$ cat src/rtl/dem_popcnt18.sv
// Combinational ones counter for an 18-bit element selection vector.
module dem_popcnt18 (
  input  logic [17:0] vec,
  output logic [4:0]  cnt
);

  // Sum the selected elements.
  always_comb begin
    // NOTE: combinational logic uses blocking '=' so each partial sum is visible to the next iteration.
    cnt = '0;
    for (int i = 0; i < 18; i++) begin
      cnt = cnt + {4'd0, vec[i]};
    end
  end

endmodule

$ cat config.mk
export PLATFORM = sky130hd
export DESIGN_NAME = dem_popcnt18
export DESIGN_NICKNAME = d
export VERILOG_FILES = /design/src/rtl/dem_popcnt18.sv
export SDC_FILE = /design/constraint.sdc
export NUM_CORES = 1
export LEC_CHECK = 0
export ABC_AREA = 1
export CAP_MARGIN = 10
export CORE_AREA = 8 8 45 47
export DETAILED_ROUTE_END_ITERATION = 16
export DIE_AREA = 0 0 53 55
export DONT_BUFFER_PORTS = 1
export PLACE_DENSITY = 0.57
export REMOVE_ABC_BUFFERS = 1
export SLEW_MARGIN = 30
export SYNTH_ARGS = -nofsm -noshare
export SYNTH_HDL_FRONTEND = slang
export SYNTH_SLANG_ARGS = --single-unit
$ cat constraint.sdc
create_clock -name vclk -period 9.19
set_input_delay 0.919 -clock vclk [all_inputs]
set_output_delay 0.919 -clock vclk [all_outputs]
set_load 0.05 [all_outputs]
== Word level (Yosys, flattened, before mapping) ==
Index checks and enable logic that the tools add are counted.
Cells by class
  add/subtract/negate cells: 17
  multiply operators: 0
  div/mod/pow operators: 0
  order comparisons: 0
  equal/unequal tests: 0
  shift operators: 0
  muxes and demuxes: 0
  bitwise operators: 0
  reduce and logical (&&, ||, !) cells: 0
Operator list (count)
  $add 5x1->5: 13
  $add 4x1->5: 1
  $add 3x1->4: 1
  $add 2x1->3: 1
  $add 1x1->2: 1
Word-level totals
  register bits after elaboration: 0
  latch bits: 0
  memory bits (writable): 0
  bits in read-only memories: 0
  bits of input ports: 18
  logic and storage cells: 17
  memories kept: 0

== Logic depth before layout (Yosys ltp) ==
  word-level depth: 17
  mapped depth: 12

== Worst setup path after synthesis ==
Ideal clock, no wire load.
  kind: input to output
  from: input vec[0]
  to: output cnt[4]
  arrival time: 5.166 ns
  setup slack: 3.105 ns
  stages: 11
  path buffers: 0
  cells stage by stage: inv_1 fa_1 fa_1 fa_1 fa_1 fa_1 inv_1 ha_1 inv_1 fa_1 o21ai_0
Between the ends
  cells in the longest elaborated chain, start to end: 17
Ends and longest elaborated chain
  start: declaration: line 3  | input logic [17:0] vec,
  $add 1x1->2: line 12  | cnt = cnt + {4'd0, vec[i]};
  $add 2x1->3: line 12
  $add 3x1->4: line 12
  $add 4x1->5: line 12
  $add 5x1->5 (13 in series): line 12
  end: declaration: line 4  | output logic [4:0] cnt
Every way passes these cells.

== Final worst setup path ==
Ends and elaborated chain as after synthesis.

==> run_results.csv <==
group,metric,value,unit
timing,rsz0062_at_grt,"no",
yosys,synth_area_leaders,"fa_1 46%, inv_1 23%, ha_1 19%, nand2_1 3.6%, nand3_1 2.9%",
yosys,synth_xor_area_frac,0.0168,
routing,viasPerCell,4.26,
yosys,yosysUniqueCellTypes,9,
die,core-area,1380,sq um
die,rows,14,
yosys,yosys.area.top_type,"fa_1",
routing,drt_wl_total,819,um
timing,hold_violations,0,
grt,grt_max_degree,6,
place,preCtsSetupSlack,3260,ps
yosys,synth_compound_area_frac,0.0288,
worst_setup_path,cp_data_arrival_time,4970,ps
place,dpl-instance-area,549,sq um
run_status,status,"finished clean",
routing,drc,0,
routing,drtIter0Drc,1,
final_layout,final_cell_mix,"32 x inv_1, 12 x fa_1, 8 x ha_1",
timing,min_period,5890,ps
yosys,synth-simple-area-share,0.0719,
die,die-area,2920,sq um
grt,overflow,0,
yosys,synth_top_family_by_area,"adder cells",
timing,setup_ws,3300,ps
die,initial_core_util,0.377,
worst_setup_path,startpoint,"vec[0]",
yosys,synth_top_area_frac,0.460,
final_layout,clockBufferCount,0,
yosys,syn_area_per_cell,8.03,sq um
timing,setup_violations,0,
worst_setup_path,cp-endpoint,"cnt[4]",
routing,dr.pass1.iters,2,
yosys,synthMuxAreaShare,0,
final_layout,final_common_cell,"inv_1",
place,dp_hpwl,815,um
worst_setup_path,path_class,"primary input to output pin",
final_layout,n_fill_cell,153,
timing,worst_slew_pin_slew,947,ps
routing,wl_per_cell,10.1,um
clock_network,post-cts-setup-buffer-count,0,
final_layout,final_area,549,sq um
place,numPortBuffers,0,
final_layout,register_area,0,sq um
job,drv_cap,0,
timing,final_max_slew_viol_count,0,
worst_setup_path,critPathRequiredTime,8270,ps
yosys,ys_warn_count,0,
grt,grt_pass1_wl,1.36,mm
place,place_congestion,0.705,
routing,vias,345,
final_layout,flops_and_latches,0,
die,die_w,53,um
timing,maxSlewHeadroom,0.364,
timing,final.setup.tns,0,ps
final_layout,n_antenna_cell,0,
grt,gr-usage-all-layers,0.0568,
worst_setup_path,critical_path.max_fanout,3,
clock_network,ctsResizeCount,0,
timing,period_share,0.640,
hold_path,worstHoldPathType,"primary input to output pin",
timing,clock.fmax,170,MHz
worst_setup_path,cp-end-kind,"output pin",
clock_network,ctsHoldBuffers,0,
final_layout,syn2layout_area_growth,5.28,%
final_layout,nNetsFinal,105,
die,ios,23,
grt,grt_pass1_vias,360,
worst_setup_path,cp-start-kind,"primary input",
routing,antenna_left,0,
yosys,synth_seq_area_share,0,
yosys,synth_adder_area_share,0.652,
grt,antenna_found_initial,0,
yosys,netlist_instances,65,
final_layout,drive_gt1_frac,0.0154,
yosys,netlist_area,522,sq um
die,fp.dieH,55,um
==> worst min path at each step <==
stage               startpoint  endpoint  depth (start not counted)
CTS                     vec[2]    cnt[0]                          1
global placement        vec[2]    cnt[0]                          1
global route            vec[2]    cnt[0]                          1
detailed placement      vec[2]    cnt[0]                          1
floorplan               vec[2]    cnt[0]                          1
finish                  vec[2]    cnt[0]                          1
==> layer usage <==
metal  part of all wire  vias up  global-route usage
met4                  0        0                   0
met2               0.52       12               0.123
met3              0.070        0             0.00267
li1                   -      175                   -
met1               0.41      158              0.0607
met5                  0        -                   0
==> cell usage after synthesis, drive strengths merged <==
master	count
inv	32
fa	12
ha	8
nand2	5
nand3	3
a21oi	2
nor2	1
o21ai	1
xnor2	1
==> kinds of logic after synthesis <==
family	after synthesis
buffers and inverters	32
AOI/OAI and AO/OA	3
adders and majority gates	20
and+or+nand+nor	9
xor gates and xnor gates	1
==> through the flow <==
stage / cells / util / hold WS, ps
floorplan: 65 / - / 2220
finish: 81 / 0.397 / 2220
global route: 81 / 0.397 / 2230
detailed placement: 81 / 0.397 / 2220
CTS: 81 / 0.397 / 2230
global placement: 81 / 0.392 / 2230
==> worst max-delay path, stage by stage <==
cell and delay [ps]:
inv_1 40, fa_1 560, fa_1 450, fa_1 490, fa_1 510, fa_1 410
inv_1 70, ha_1 180, inv_1 80, fa_1 490, o21ai_1 780
==> cell type report <==
class	instances	area (sq um)	share of cell area
multi-input combinational	33	409	0.745
tap	16	20.0	0.0364
inverter	32	120	0.219
Power is not shown: default switching activity piles up to over one toggle a cycle in this logic, so the estimate is an artifact.
